## src/rtl/mips_alu_pkg.sv

```systemverilog
// Shared types and funct encodings for the MIPS execute block.
// Control codes follow the classic MIPS ALU-control mapping.
package mips_alu_pkg;

    typedef enum logic [1:0] {
        ALUOP_ADD   = 2'b00,
        ALUOP_SUB   = 2'b01,
        ALUOP_RTYPE = 2'b10,
        ALUOP_RSVD  = 2'b11
    } aluop_e;

    typedef enum logic [2:0] {
        AND = 3'b000,
        OR  = 3'b001,
        ADD = 3'b010,
        SUB = 3'b110,
        SLT = 3'b111
    } alu_ctrl_e;

    localparam logic [5:0] F_ADD = 6'b100000;
    localparam logic [5:0] F_SUB = 6'b100010;
    localparam logic [5:0] F_AND = 6'b100100;
    localparam logic [5:0] F_OR  = 6'b100101;
    localparam logic [5:0] F_SLT = 6'b101010;

endpackage

```

## src/rtl/mips_alu_control_decoder.sv

```systemverilog
// Combinational ALUop/funct decoder producing the 3-bit ALU control code.
// Reserved ALUop and unknown funct values fall back to add.
module alu_control_decoder
    import mips_alu_pkg::*;
(
    input  aluop_e    aluop,
    input  logic [5:0] funct,
    output alu_ctrl_e alu_ctrl
);

    always_comb begin
        alu_ctrl = ADD;
        case (aluop)
            ALUOP_ADD: alu_ctrl = ADD;
            ALUOP_SUB: alu_ctrl = SUB;
            ALUOP_RTYPE: begin
                case (funct)
                    F_ADD:   alu_ctrl = ADD;
                    F_SUB:   alu_ctrl = SUB;
                    F_AND:   alu_ctrl = AND;
                    F_OR:    alu_ctrl = OR;
                    F_SLT:   alu_ctrl = SLT;
                    default: alu_ctrl = ADD;
                endcase
            end
            default: alu_ctrl = ADD;
        endcase
    end

endmodule

```

## src/rtl/mips_alu_unit.sv

```systemverilog
// MIPS execute block: ALU-control decode, operation mux and a single
// result/zero register stage with asynchronous active-high reset.
module mips_alu_unit
    import mips_alu_pkg::*;
#(
    parameter int WIDTH = 32
) (
    input  logic             clk_i,
    input  logic             rst_i,
    input  logic [WIDTH-1:0] srcA_i,
    input  logic [WIDTH-1:0] srcB_i,
    input  logic [1:0]       ALUop_i,
    input  logic [5:0]       funct_i,
    output logic [2:0]       aluControl_o,
    output logic [WIDTH-1:0] aluResult_o,
    output logic             zero_o
);

    alu_ctrl_e        alu_ctrl;
    logic [WIDTH-1:0] result_d;
    logic             slt_bit;

    alu_control_decoder u_dec (
        .aluop    (aluop_e'(ALUop_i)),
        .funct    (funct_i),
        .alu_ctrl (alu_ctrl)
    );

    assign aluControl_o = alu_ctrl;
    assign slt_bit      = $signed(srcA_i) < $signed(srcB_i);

    // Codes the decoder never emits (011/100/101) yield zero.
    always_comb begin
        result_d = '0;
        case (alu_ctrl)
            ADD:     result_d = srcA_i + srcB_i;
            SUB:     result_d = srcA_i - srcB_i;
            AND:     result_d = srcA_i & srcB_i;
            OR:      result_d = srcA_i | srcB_i;
            SLT:     result_d = {{(WIDTH-1){1'b0}}, slt_bit};
            default: result_d = '0;
        endcase
    end

    always_ff @(posedge clk_i or posedge rst_i) begin
        if (rst_i) begin
            aluResult_o <= '0;
            zero_o      <= 1'b1;
        end else begin
            aluResult_o <= result_d;
            zero_o      <= (result_d == '0);
        end
    end

endmodule

```

## config.mk

```make
export PLATFORM = sky130hd
export DESIGN_NAME = mips_alu_unit
export DESIGN_NICKNAME = d
export VERILOG_FILES = /design/src/rtl/mips_alu_pkg.sv /design/src/rtl/mips_alu_control_decoder.sv /design/src/rtl/mips_alu_unit.sv
export SDC_FILE = /design/constraint.sdc
export NUM_CORES = 1
export LEC_CHECK = 0
export ABC_AREA = 1
export CORE_ASPECT_RATIO = 0.9
export CORE_MARGIN = 2
export CORE_UTILIZATION = 50
export DETAILED_ROUTE_END_ITERATION = 6
export MAX_ROUTING_LAYER = met4
export PLACE_DENSITY = 0.73
export SETUP_SLACK_MARGIN = 0.4
export SYNTH_ARGS = -nofsm -noshare
export SYNTH_HDL_FRONTEND = slang
export SYNTH_HIERARCHICAL = 1
export SYNTH_SLANG_ARGS = --single-unit
```

## constraint.sdc

```tcl
create_clock -name clk_i -period 1.8 [get_ports clk_i]
set_clock_uncertainty 0.15 [all_clocks]
set_input_delay 0.45 -clock clk_i [delete_from_list [all_inputs] [get_ports clk_i]]
set_output_delay 0.45 -clock clk_i [all_outputs]
set_load 0.03 [all_outputs]
```

==> results_tabular.tex, run 1 <==
\begin{tabular}{lr}
\hline
Metric & Value \\
\hline
\multicolumn{2}{l}{\textbf{Status}} \\
Run status & stopped before the end \\
Stage reached & 5\_1\_grt \\
Error text reported by the tool & [ERROR GRT-0232] Routing congestion too high. Check the congestion heatmap in the GUI. \\
\multicolumn{2}{l}{\textbf{Place}} \\
Post-place instance area & around 11000 sq um \\
Final RePlAce weighted congestion & roughly 1.0 \\
Total of buffers placed on input and output ports & 109 \\
Placement Setup Slack & -1.80 ns \\
Estimated wirelength of the detail-placed design & between 20 and 30 mm \\
Number of instances in the placed design & slightly below 2000 \\
\multicolumn{2}{l}{\textbf{Yosys}} \\
Synth Instances & 1388 \\
Share of synthesized area occupied by flip-flops and latches & 0.105 \\
Cell area after technology mapping & slightly below 8000 sq um \\
Net count after synthesis & around 1600 \\
Dominant cell by count in the synthesized netlist & sky130\_fd\_sc\_hd\_\_nand2\_1 \\
Yosys top cell by area & sky130\_fd\_sc\_hd\_\_nand2\_1 \\
Most common library cells after synthesis & sky130\_fd\_sc\_hd\_\_nand2\_1 (390), sky130\_fd\_sc\_hd\_\_inv\_1 (278), sky130\_fd\_sc\_hd\_\_nor2\_1 (138), sky130\_fd\_sc\_hd\_\_nand3\_1 (114), sky130\_fd\_sc\_hd\_\_ha\_1 (111) \\
Unique cell type count in the Yosys netlist & between 40 and 50 \\
Top FF cell, synth & sky130\_fd\_sc\_hd\_\_dfrtp\_1 \\
Number of flops mapped to enable cells by yosys & 0 \\
Yosys warning count & 6 \\
Flops \& latches, synth & 33 \\
Mean post-synth cell area & approximately 5.7 sq um \\
Share of the synthesized area in the top cell type & 0.186 \\
Ys async rst share & 1.00 \\
Ranking of synthesized cells by area & sky130\_fd\_sc\_hd\_\_nand2\_1 (19\%), sky130\_fd\_sc\_hd\_\_ha\_1 (18\%), sky130\_fd\_sc\_hd\_\_inv\_1 (13\%), sky130\_fd\_sc\_hd\_\_dfrtp\_1 (10\%), sky130\_fd\_sc\_hd\_\_nand3\_1 (7.2\%) \\
\multicolumn{2}{l}{\textbf{Global routing}} \\
Overall routing resource usage & 0.774 \\
Leftover overflow at the end of global routing & 49 \\
Maximum number of pins on one net before global-route repair & 34 \\
\multicolumn{2}{l}{\textbf{Floorplan}} \\
Num rows & 43 \\
Initial core utilization & 0.511 \\
Number of ports placed on the die boundary & between 100 and 150 \\
Vertical die dimension & 123 um \\
Die outline width & $\sim$140 um \\
\multicolumn{2}{l}{\textbf{Clock tree}} \\
Depth of the CTS H-tree & 2 \\
CTS buffer count & 5 \\
Root buffer cell & sky130\_fd\_sc\_hd\_\_clkbuf\_16 \\
Hold buffer count at CTS & 0 \\
Maximum root-to-sink buffer count & 2 \\
CTS sink cnt & 33 \\
\multicolumn{2}{l}{\textbf{STA}} \\
Worst End Pin Type & sequential cell input \\
Post-GRT worst EP & zero\_o\$\_DFF\_PP1\_/D \\
\hline
\end{tabular}
-- repair_timing --
action                     4_1_cts
gates cloned                     1
resized for setup              796
setup endpoints to repair       69
pin swaps                      169
buffers inserted                69
-- per-stage QoR --
step / setup TNS (ns) / hold slack, ns
after CTS: -21.07 / 0.378
after detailed placement: -48.62 / 0.676
after global placement: -45.03 / 0.664
after floorplan: -12.71 / 0.428
-- per-layer routing --
metal / GRT overflow / global-route usage
met1: 1 / 0.757
met5: - / -
met2: 24 / 0.929
met4: 21 / 0.745
met3: 3 / 0.616
-- cell families after synthesis --
logic type / Yosys count / share of synthesized area
simple gates: 749 / 0.423
buf+inv: 349 / 0.186
compound gates: 143 / 0.104
fa+ha+maj: 113 / 0.181
flops: 33 / 0.105
xor+xnor: 1 / 0.00111
==> run 2: changes to the inputs <==
CORE_ASPECT_RATIO = default   (was 0.9)
CORE_UTILIZATION = 35   (was 50)
MAX_ROUTING_LAYER = default   (was met4)
PLACE_DENSITY = default   (was 0.73)
PLACE_DENSITY_LB_ADDON = 0.15   (was default)
SETUP_SLACK_MARGIN = default   (was 0.4)
==> run 2 against run 1 <==
  * The flow now finishes, with violations (negative setup slack)
  * Synthesized cell count unchanged
  * Synthesized area unchanged
==> results_tabular.tex, run 2 <==
\begin{tabular}{lr}
\hline
Metric & Value \\
\hline
\multicolumn{2}{l}{\textbf{Yosys}} \\
Area share of and/or/nand/nor cells after synthesis & 0.423 \\
Share of synthesized area occupied by flip-flops and latches & 0.105 \\
Number of flops mapped to enable cells by yosys & 0 \\
Mean post-synth cell area & between 5 and 6 sq um \\
Flops \& latches, synth & 33 \\
Unique cell type count in the Yosys netlist & 43 \\
Synth Instances & roughly 1400 \\
Cell area after technology mapping & between 7000 and 8000 sq um \\
Dominant combinational cell family by area after synthesis & simple AND/OR/NAND/NOR gates \\
Mux cell area share after synthesis & 0 \\
Adder-cell share of the synthesized area & 0.181 \\
Most common library cells after synthesis & sky130\_fd\_sc\_hd\_\_nand2\_1 (390), sky130\_fd\_sc\_hd\_\_inv\_1 (278), sky130\_fd\_sc\_hd\_\_nor2\_1 (138), sky130\_fd\_sc\_hd\_\_nand3\_1 (114), sky130\_fd\_sc\_hd\_\_ha\_1 (111) \\
Ranking of synthesized cells by area & sky130\_fd\_sc\_hd\_\_nand2\_1 (19\%), sky130\_fd\_sc\_hd\_\_ha\_1 (18\%), sky130\_fd\_sc\_hd\_\_inv\_1 (13\%), sky130\_fd\_sc\_hd\_\_dfrtp\_1 (10\%), sky130\_fd\_sc\_hd\_\_nand3\_1 (7.2\%) \\
Net count after synthesis & 1575 \\
Post-synthesis compound-gate area fraction & 0.104 \\
Ys async rst share & 1.00 \\
Parity-gate share of the synthesized area counting xor and xnor cells & 0.00111 \\
Top FF cell, synth & sky130\_fd\_sc\_hd\_\_dfrtp\_1 \\
Yosys warning count & 6 \\
Dominant cell by count in the synthesized netlist & sky130\_fd\_sc\_hd\_\_nand2\_1 \\
Share of the synthesized area in the top cell type & 0.186 \\
Yosys top cell by area & sky130\_fd\_sc\_hd\_\_nand2\_1 \\
\multicolumn{2}{l}{\textbf{Drt}} \\
DRT Wirelength & approximately 36 mm \\
Drt drc & 0 \\
Average wire per cell in the routed design & 16.3 um \\
Number of iterations in the first detailed-routing pass & 7 \\
Violation count after the first detailed-routing iteration & 684 \\
Post-DRT Antenna Nets & 0 \\
Via density per instance & between 4 and 5 \\
Via Count & about 11000 \\
\multicolumn{2}{l}{\textbf{Floorplan}} \\
Area of the core & approximately 22000 sq um \\
Die outline width & between 150 and 200 um \\
Number of ports placed on the die boundary & 110 \\
Initial core utilization & 0.359 \\
Num rows & 54 \\
Die area & roughly 24000 sq um \\
Vertical die dimension & around 150 um \\
\multicolumn{2}{l}{\textbf{Power and ir drop}} \\
Switching power of the nets & roughly 0.0034 W \\
Switching power share of the total & 0.464 \\
Clock Power Share & 0.108 \\
Flop pwr share & 0.126 \\
Total power density per cell area & $\sim$480 nW/um\^{}2 \\
Total leakage power & about 8.1 nW \\
Share of total power in combinational logic & 0.766 \\
Int Power & slightly below 0.004 W \\
Maximum VDD drop & 321 uV \\
\multicolumn{2}{l}{\textbf{STA}} \\
Setup-failing EPs final & 36 \\
Final critical-path setup slack & -0.785 ns \\
Final Hold Fails & 0 \\
Highest achievable clock rate & between 300 and 400 MHz \\
RSZ-0062 raised after global routing & yes \\
Final critical-path required period & roughly 2.6 ns \\
Slew margin rel. & 0.741 \\
Worst Tran Pin Value & slightly below 0.4 ns \\
Max-slew violations & 0 \\
Share of the clock period used by the worst path & 1.44 \\
\multicolumn{2}{l}{\textbf{Finish}} \\
Final Non-Filler Cells & 2183 \\
Largest register FFs & 32 \\
Nets@finish & 2089 \\
Cell area after layout & 15200 sq um \\
Layout overhead on the synthesized area & 93.1\% \\
Most common cell after layout, fill and taps aside & sky130\_fd\_sc\_hd\_\_buf\_4 \\
\# fillers & 1930 \\
Commonest cells after routing, fill and taps aside & sky130\_fd\_sc\_hd\_\_buf\_4 (354), sky130\_fd\_sc\_hd\_\_nand2\_1 (256), sky130\_fd\_sc\_hd\_\_inv\_1 (171), sky130\_fd\_sc\_hd\_\_inv\_2 (119), sky130\_fd\_sc\_hd\_\_nand2\_2 (102) \\
Largest registers & aluResult\_o (32), zero\_o (1) \\
Number of antenna diodes & 0 \\
Register with the highest flop count & aluResult\_o \\
Fraction of layout instances using a drive strength above 1 & 0.582 \\
\multicolumn{2}{l}{\textbf{Clock tree}} \\
Worst-path clk slew & $\sim$0.05 ns \\
TritonCTS clock tree & done \\
Root buffer cell & sky130\_fd\_sc\_hd\_\_clkbuf\_16 \\
Depth of the CTS H-tree & 2 \\
Maximum root-to-sink buffer count & 2 \\
CTS buffer count & 5 \\
CTS sink cnt & 33 \\
\multicolumn{2}{l}{\textbf{Place}} \\
Number of instances in the placed design & a little over 2000 \\
Estimated wirelength of the detail-placed design & roughly 29 mm \\
Total of buffers placed on input and output ports & approximately 110 \\
Final RePlAce weighted congestion & about 0.97 \\
Post-place instance area & about 12000 sq um \\
\multicolumn{2}{l}{\textbf{Setup path}} \\
Source of the critical timing path & ALUop\_i[0] \\
Start-to-end type of the worst setup path & primary input to flip-flop \\
Critical Path RT & 1.86 ns \\
Highest net fanout along the worst path & 7 \\
Startpoint Class & primary input \\
Arrival time reported for the critical path endpoint & around 2.7 ns \\
Crit path capture type & flip-flop \\
\multicolumn{2}{l}{\textbf{Global routing}} \\
Leftover overflow at the end of global routing & 0 \\
Wire length of the first global-routing pass & about 54 mm \\
Overall routing resource usage & 0.290 \\
Number of antenna violations at the first check in global routing & 0 \\
Vias in the first global route & roughly 10000 \\
Maximum number of pins on one net before global-route repair & 34 \\
\multicolumn{2}{l}{\textbf{Status}} \\
Run status & complete, but fails checks \\
Violated checks & negative setup slack \\
\multicolumn{2}{l}{\textbf{Worst hold path}} \\
Type of the most critical hold path & primary input to async pin \\
\multicolumn{2}{l}{\textbf{Flow run}} \\
Maxcap violations & 0 \\
\hline
\end{tabular}
-- run 2: cell counts after synthesis --
Identical to the previous run, type by type.
-- run 2: area by class of cell --
class,count,area (sq um),area share
Clock inverter,3,17.5,0.00115
Tap cell,280,350,0.0230
Sequential cell,33,827,0.0543
Inverter,314,1260,0.0828
Clock buffer,5,125,0.00821
Timing Repair Buffer,542,4580,0.301
Multi-Input combinational cell,1006,8070,0.530
-- run 2: power groups by stage --
stage          clock (W)  sequential (W)  combinational [W]
6_report        0.000799        0.000926            0.00565
5_1_grt         0.000852        0.000944            0.00602
3_3_place_gp           0        0.000941            0.00423
2_1_floorplan          0         0.00125            0.00179
4_1_cts         0.000820        0.000929            0.00508
3_5_place_dp           0        0.000948            0.00423
-- run 2: cell families after synthesis --
group           count (synthesis)
simple gates                  749
fa+ha+maj                     113
xor+xnor                        1
buf+inv                       349
compound gates                143
flops                          33
-- run 2: final timing paths --
check                      depth (start not counted)                        end  slack [ns]
max                                               20  aluResult_o[20]$_DFF_PP0_       -0.78
min                                                3  aluResult_o[31]$_DFF_PP0_        0.37
max in group asynchronous                          3           zero_o$_DFF_PP1_        0.89
min in group clk_i                                 6   aluResult_o[0]$_DFF_PP0_        0.69
-- run 2: critical path: stages --
cell and delay [ns]:
sky130_fd_sc_hd__buf_12 0.11, sky130_fd_sc_hd__inv_12 0.04, sky130_fd_sc_hd__ha_4 0.12, sky130_fd_sc_hd__inv_4 0.04, sky130_fd_sc_hd__buf_6 0.10, sky130_fd_sc_hd__or2_4 0.23, sky130_fd_sc_hd__a21oi_4 0.16, sky130_fd_sc_hd__buf_4 0.14
sky130_fd_sc_hd__buf_6 0.08, sky130_fd_sc_hd__buf_4 0.12, sky130_fd_sc_hd__nand2_8 0.08, sky130_fd_sc_hd__buf_12 0.16, sky130_fd_sc_hd__buf_6 0.14, sky130_fd_sc_hd__o22ai_2 0.17, sky130_fd_sc_hd__inv_2 0.08, sky130_fd_sc_hd__nand2_2 0.08
sky130_fd_sc_hd__nor2_2 0.05, sky130_fd_sc_hd__buf_4 0.12, sky130_fd_sc_hd__buf_4 0.12, sky130_fd_sc_hd__inv_1 0.04
-- run 2: repair_timing --
item	in CTS	in global routing
hold buffers	0	0
pin swaps	196	170
setup buffers	70	39
gates resized for setup	675	347
cloned	1	1
setup endpoints to repair	68	37
-- run 2: through the flow --
stage	setup WS, ns	hold WS, ns	total power [W]	TNS [ns]	util
floorplan	-0.752	0.428	0.00304	-13.15	-
global placement	-1.76	0.673	0.00517	-47.54	0.534
detailed placement	-1.79	0.672	0.00518	-48.00	0.534
CTS	-0.769	0.383	0.00683	-17.09	0.645
global route	-0.909	0.418	0.00782	-22.48	0.694
finish	-0.785	0.373	0.00737	-19.45	0.694
-- run 2: routing by layer --
| layer | up-vias | routed length [um] | global-route usage |
|---|---|---|---|
| met5 | - | 0 | 0 |
| met4 | 0 | 750 | 0.0712 |
| met1 | 4875 | 16500 | 0.403 |
| li1 | 5267 | - | - |
| met2 | 353 | 15900 | 0.469 |
| met3 | 49 | 2430 | 0.0451 |
No activity file was read; power rests on OpenSTA's default activity.
